## src/rtl/wb_scoreboard_pkg.sv

```systemverilog
// Shared constants and types for the long-latency scoreboard and its
// writeback-port arbiter.
package wb_scoreboard_pkg;

  localparam int         XLEN_DEFAULT = 32;
  localparam logic [4:0] REG_X0       = 5'd0;

  typedef enum logic {
    ARB_NORMAL = 1'b0,
    ARB_FORCE  = 1'b1
  } arb_state_e;

endpackage

```

## src/rtl/wb_arbiter.sv

```systemverilog
// Register-file write-port arbiter: the pipeline normally wins, and the long
// unit is forced onto the port for one cycle after a run of denied cycles.
module wb_arbiter
  import wb_scoreboard_pkg::*;
#(
  parameter int XLEN         = XLEN_DEFAULT,
  parameter int STARVE_LIMIT = 4
) (
  input  logic            clk,
  input  logic            reset_n,
  input  logic            wb_valid,
  input  logic [4:0]      wb_rd,
  input  logic [XLEN-1:0] wb_data,
  input  logic            lu_wb_valid,
  input  logic [4:0]      lu_wb_rd,
  input  logic [XLEN-1:0] lu_wb_data,
  output logic            lu_wb_ready,
  output logic            pipe_wb_stall,
  output logic            rf_we,
  output logic [4:0]      rf_waddr,
  output logic [XLEN-1:0] rf_wdata
);

  localparam int SW = (STARVE_LIMIT > 1) ? $clog2(STARVE_LIMIT) : 1;
  localparam logic [SW-1:0] STARVE_MAX = SW'(STARVE_LIMIT - 1);

  arb_state_e    state, state_next;
  logic [SW-1:0] starve_cnt, starve_cnt_next;
  logic          grant_lu;

  always_ff @(posedge clk or negedge reset_n) begin
    if (!reset_n) begin
      state      <= ARB_NORMAL;
      starve_cnt <= '0;
    end else begin
      state      <= state_next;
      starve_cnt <= starve_cnt_next;
    end
  end

  // The forced cycle is taken even if the long unit has dropped its request;
  // the port then simply idles for that cycle.
  always_comb begin
    state_next      = state;
    starve_cnt_next = '0;
    grant_lu        = 1'b0;
    lu_wb_ready     = 1'b0;
    pipe_wb_stall   = 1'b0;
    rf_we           = 1'b0;
    rf_waddr        = '0;
    rf_wdata        = '0;

    if (state == ARB_FORCE) begin
      grant_lu      = 1'b1;
      lu_wb_ready   = lu_wb_valid;
      pipe_wb_stall = 1'b1;
      state_next    = ARB_NORMAL;
    end else begin
      grant_lu    = !wb_valid;
      lu_wb_ready = !wb_valid && lu_wb_valid;
      if (wb_valid && lu_wb_valid) begin
        if (starve_cnt == STARVE_MAX) begin
          state_next = ARB_FORCE;
        end else begin
          starve_cnt_next = starve_cnt + 1'b1;
        end
      end
    end

    if (grant_lu) begin
      rf_we    = lu_wb_valid && (lu_wb_rd != REG_X0);
      rf_waddr = lu_wb_rd;
      rf_wdata = lu_wb_data;
    end else begin
      rf_we    = wb_valid && (wb_rd != REG_X0);
      rf_waddr = wb_rd;
      rf_wdata = wb_data;
    end

    if (!reset_n) begin
      lu_wb_ready   = 1'b0;
      pipe_wb_stall = 1'b0;
      rf_we         = 1'b0;
      rf_waddr      = '0;
      rf_wdata      = '0;
    end
  end

endmodule

```

## src/rtl/wb_scoreboard.sv

```systemverilog
// Scoreboard for long-latency ops: tracks pending destinations, stalls decode
// on hazards and shares the register-file write port with the pipeline.
module wb_scoreboard
  import wb_scoreboard_pkg::*;
#(
  parameter int XLEN            = XLEN_DEFAULT,
  parameter int MAX_OUTSTANDING = 2,
  parameter int STARVE_LIMIT    = 4
) (
  input  logic            clk,
  input  logic            reset_n,
  input  logic            de_valid,
  input  logic [4:0]      de_rs1,
  input  logic [4:0]      de_rs2,
  input  logic [4:0]      de_rd,
  input  logic            de_long,
  output logic            sb_stall,
  input  logic            lu_issue_valid,
  input  logic [4:0]      lu_issue_rd,
  output logic            lu_issue_ready,
  input  logic            lu_wb_valid,
  input  logic [4:0]      lu_wb_rd,
  input  logic [XLEN-1:0] lu_wb_data,
  output logic            lu_wb_ready,
  input  logic            wb_valid,
  input  logic [4:0]      wb_rd,
  input  logic [XLEN-1:0] wb_data,
  output logic            pipe_wb_stall,
  output logic            rf_we,
  output logic [4:0]      rf_waddr,
  output logic [XLEN-1:0] rf_wdata
);

  localparam int OW = $clog2(MAX_OUTSTANDING + 1);
  localparam logic [OW-1:0] OUT_MAX = OW'(MAX_OUTSTANDING);

  logic [31:1]   busy, busy_next;
  logic [31:0]   busy_vec;
  logic [OW-1:0] outstanding, outstanding_next;
  logic          full, issue_fire, lu_fire;

  // x0 is hard-wired as never busy so indexing by any 5-bit register is safe.
  assign busy_vec = {busy, 1'b0};
  assign full     = (outstanding == OUT_MAX);

  assign lu_issue_ready = reset_n && !full;
  assign sb_stall = reset_n && de_valid &&
                    (busy_vec[de_rs1] || busy_vec[de_rs2] || busy_vec[de_rd] ||
                     (de_long && full));

  assign issue_fire = lu_issue_valid && lu_issue_ready;
  assign lu_fire    = lu_wb_valid && lu_wb_ready;

  wb_arbiter #(
    .XLEN         (XLEN),
    .STARVE_LIMIT (STARVE_LIMIT)
  ) u_arbiter (
    .clk           (clk),
    .reset_n       (reset_n),
    .wb_valid      (wb_valid),
    .wb_rd         (wb_rd),
    .wb_data       (wb_data),
    .lu_wb_valid   (lu_wb_valid),
    .lu_wb_rd      (lu_wb_rd),
    .lu_wb_data    (lu_wb_data),
    .lu_wb_ready   (lu_wb_ready),
    .pipe_wb_stall (pipe_wb_stall),
    .rf_we         (rf_we),
    .rf_waddr      (rf_waddr),
    .rf_wdata      (rf_wdata)
  );

  // Issue is applied after the writeback clear so a same-register pair leaves
  // the register pending on the new op.
  always_comb begin
    busy_next = busy;
    if (lu_fire && (lu_wb_rd != REG_X0)) begin
      busy_next[lu_wb_rd] = 1'b0;
    end
    if (issue_fire && (lu_issue_rd != REG_X0)) begin
      busy_next[lu_issue_rd] = 1'b1;
    end
  end

  always_comb begin
    outstanding_next = outstanding;
    case ({issue_fire, lu_fire})
      2'b10:   outstanding_next = outstanding + 1'b1;
      2'b01:   outstanding_next = outstanding - 1'b1;
      default: outstanding_next = outstanding;
    endcase
  end

  always_ff @(posedge clk or negedge reset_n) begin
    if (!reset_n) begin
      busy        <= '0;
      outstanding <= '0;
    end else begin
      busy        <= busy_next;
      outstanding <= outstanding_next;
    end
  end

`ifndef SYNTHESIS
  a_lu_wb_busy: assert property (@(posedge clk) disable iff (!reset_n)
    (lu_fire && (lu_wb_rd != REG_X0)) |-> busy_vec[lu_wb_rd]);

  a_pipe_wb_busy: assert property (@(posedge clk) disable iff (!reset_n)
    (wb_valid && !pipe_wb_stall && (wb_rd != REG_X0)) |-> !busy_vec[wb_rd]);

  a_issue_full: assert property (@(posedge clk) disable iff (!reset_n)
    lu_issue_valid |-> !full);

  a_underflow: assert property (@(posedge clk) disable iff (!reset_n)
    (lu_fire && !issue_fire) |-> (outstanding != '0));
`endif

endmodule

```

## config.mk

```make
export PLATFORM = sky130hd
export DESIGN_NAME = wb_scoreboard
export DESIGN_NICKNAME = d
export VERILOG_FILES = /design/src/rtl/wb_scoreboard_pkg.sv /design/src/rtl/wb_arbiter.sv /design/src/rtl/wb_scoreboard.sv
export SDC_FILE = /design/constraint.sdc
export NUM_CORES = 1
export LEC_CHECK = 0
export BUFFER_PORTS_ARGS = -buffer_cell sky130_fd_sc_hd__buf_2
export CAP_MARGIN = 20
export CELL_PAD_IN_SITES_DETAIL_PLACEMENT = 1
export CELL_PAD_IN_SITES_GLOBAL_PLACEMENT = 1
export CORE_ASPECT_RATIO = 2
export CORE_UTILIZATION = 37
export DETAILED_ROUTE_END_ITERATION = 10
export GPL_ROUTABILITY_DRIVEN = 0
export PLACE_DENSITY = 0.92
export REMOVE_ABC_BUFFERS = 1
export SLEW_MARGIN = 10
export SYNTH_ARGS = -nofsm -noshare
export SYNTH_HDL_FRONTEND = slang
export SYNTH_SLANG_ARGS = --single-unit
```

## constraint.sdc

```tcl
create_clock -name clk -period 6 [get_ports clk]
set_input_delay 1.2 -clock clk [delete_from_list [all_inputs] [get_ports clk]]
set_output_delay 1.2 -clock clk [all_outputs]
set_load 0.005 [all_outputs]
```

==> results.md <==
- First-pass GRT wire length: between 15000 and 20000 um
- LEAKAGE: between 1.5 and 2 nW
- Seq cells post-synth: 36
- Area growth syn-to-layout: 27.58%
- Hold Path Class: flip-flop to flip-flop
- Total track usage: between 20% and 30%
- CP max stage delay: 0.61 ns
- Share of cells above drive strength 1: a little over a third
- Max-slew violations: 0
- Clock Pin Slew Worst Setup and Hold Paths: around 0.060 ns
- Fmax: 237.9 MHz
- Avg WL per Cell: 21.15 um
- Most common cell after layout, fill and taps aside: buf_2
- CP max FO: 15
- CP Capture Type: output pin
- Most frequent cells in the layout: buf_2, nand2_1, o21ai_0, a21boi_0, dfrtp_1
- R2r setup slk: 3.66 ns
- Post-synth EDFFs: 0
- Post-CTS Resized: 0
- Startpoint Class: input pin
- Starting Density: between 30% and 40%
- Initial DRC Count: 167
- Initial antenna violation count: 0
- Ys async rst share: 100.0%
- RSZ-0062 raised after global routing: false
- Post-route antenna net violation count: 0
- Num rows: 47
- Sequential area share after synthesis: between 20 and 30%
- CP most frequent cell: buf_2
- Total gr overflow: 0
- CTS Buffer Depth: 2
- Inst Count DP: 597
- Detailed placement HPWL: 9993 um
- Hold EP: u_arbiter.starve_cnt[0]
- DRT Pass-1 Iters: 4
- Worst-path cell chain: buf_2 -> mux4_1 -> o2111a_1 -> a2111oi_2 -> a41oi_2 -> buf_2
- Slew Limit Headroom: roughly 34%
- Nets@finish: slightly above 600
- Clock latency at the later pin of the worst-skew pair: 0.29 ns
- Cts hold-fix bufs: 0
- Reg2reg end: busy[19]
- Yosys top cell area share: between 20% and 30%
- Via density per instance: just under 6
- Worst path arrival time: about 3 ns
- Outcome: completed
- Ant. Diodes: 0
- Post-route DRC: 0
- Post-route setup TNS: 0 ns
- Crit Reg-Reg Startpoint: u_arbiter.state
- Pin count of the biggest net entering global routing: 66
- Cell Area, Synth: 3181 um2
- Chip height: approximately 130 um
- Cell accounting for the most synthesized area: dfrtp_1
- Non-Filler Instances: a little over 600
- Cells after synthesis: 381
- Post-CTS Setup Repair Bufs: 0
- Hold Crit Depth: 1
- Worst Path Required: between 4 and 5 ns
- H-Tree Depth: 2
- Die area: roughly 9000 um2
- Post-synth cell types: 50
- I/O Pins: around 140
- Ys flop type: dfrtp_1
- Largest cells by area after synthesis: dfrtp_1, nand2_1, o21ai_0, a21boi_0, mux4_2
- CTS tree: done
- Worst vdd ir: approximately 110 uV
- Slowest-stage cell, CP: mux4_1
- Core box area: 8292 um2
- Endpoints failing setup: 0
- Hold path start: u_arbiter.starve_cnt[0]
- Max-Cap Viols: 0
- CTS buffer count: 5
- Slew @ Worst Pin: just under 1 ns
- Worst R2R Path Depth: 5
- Root buf cell: clkbuf_16
- Drt total wl: between 10000 and 15000 um
- CTS sink cnt: 36
- Warnings, synthesis: 0
- Setup Skew: between 0.006 and 0.007 ns
- Vias in the first global route: 4012
- Critical path class: input pin to output pin
- Pwr Density: ~250 nW/um2
- Final Hold Slack: ~0.45 ns
- Min Tclk post-route: 4.203 ns
- Die Width: around 68 um
- Port buffer count: ~140
- Syn avg cell area: about 8.3 um2
- Final period util: between 70% and 80%
- Vias: ~3600
- Fin. Hold Viols: 0
## final cells by class
type / instances / area (um2)
Fill cell: 1070 / 4234
Multi-Input combinational cell: 314 / 2113
Sequential cell: 36 / 900.9
Timing Repair Buffer: 146 / 753.2
Clock buffer: 7 / 152.6
Tap cell: 98 / 122.6
Inverter: 4 / 15.01
## power by group
group | switching, W | internal, W
clock | 0.000103 | 0.000174
sequential | 0.0000767 | 0.000310
combinational | 0.000177 | 0.000172
## cells by family after synthesis
group | synth area share [%]
and+or+nand+nor | 23.41
AOI/OAI and AO/OA | 24.12
muxes | 17.23
DFF | 28.32
buffers and inverters | 5.310
xor gates and xnor gates | 0.8263
adders and majority gates | 0.7867
## worst max-delay path by stage
stage,from,endpoint,depth (start not counted)
3_3_place_gp,de_rd[0],sb_stall,6
3_5_place_dp,de_rd[0],sb_stall,6
2_1_floorplan,wb_valid,rf_waddr[0],3
6_report,de_rd[0],sb_stall,6
4_1_cts,de_rd[0],sb_stall,6
5_1_grt,de_rd[0],sb_stall,6
## registers in the layout, summed over array words and instances, names as in the netlist
name                  flops
busy                     31
outstanding               2
u_arbiter.starve_cnt      2
u_arbiter.state           1
## worst max-delay path, delay by kind of cell
| kind | cells | cell delay (ns) |
|---|---|---|
| mux | 1 | 0.61 |
| buf+inv | 2 | 0.44 |
| compound gates | 3 | 0.74 |
## routing by layer
metal  wire length [um]  global-route usage, %
met1               4374                  29.80
met2               7045                  54.73
met3                844                  5.736
met4                534                  15.48
met5                  0                      0
## synth_stat cells, drive strengths merged (3+ instances only)
| master | n |
|---|---|
| or3 | 3 |
| o31ai | 4 |
| nand3 | 6 |
| nand2 | 86 |
| a21boi | 37 |
| a21oi | 3 |
| a2111oi | 5 |
| mux4 | 13 |
| inv | 4 |
| mux2i | 18 |
| nor2b | 7 |
| nand3b | 9 |
| or2 | 5 |
| nor2 | 6 |
| buf | 12 |
| and2 | 3 |
| o21ai | 60 |
| dfrtp | 36 |
| clkbuf | 15 |
| nand2b | 11 |
| and3 | 5 |
| mux2 | 6 |
## stage by stage
step	setup slack, ns	util, %	cell area (um2)	power, W
2_1_floorplan	1.951	-	3027	0.0005609
3_3_place_gp	1.921	46.85	3885	0.0006924
3_5_place_dp	1.809	46.85	3885	0.0007257
4_1_cts	1.798	48.69	4038	0.001011
5_1_grt	1.762	48.94	4058	0.001063
6_report	1.797	48.94	4058	0.001013
Power figures use the tool's default switching activity.
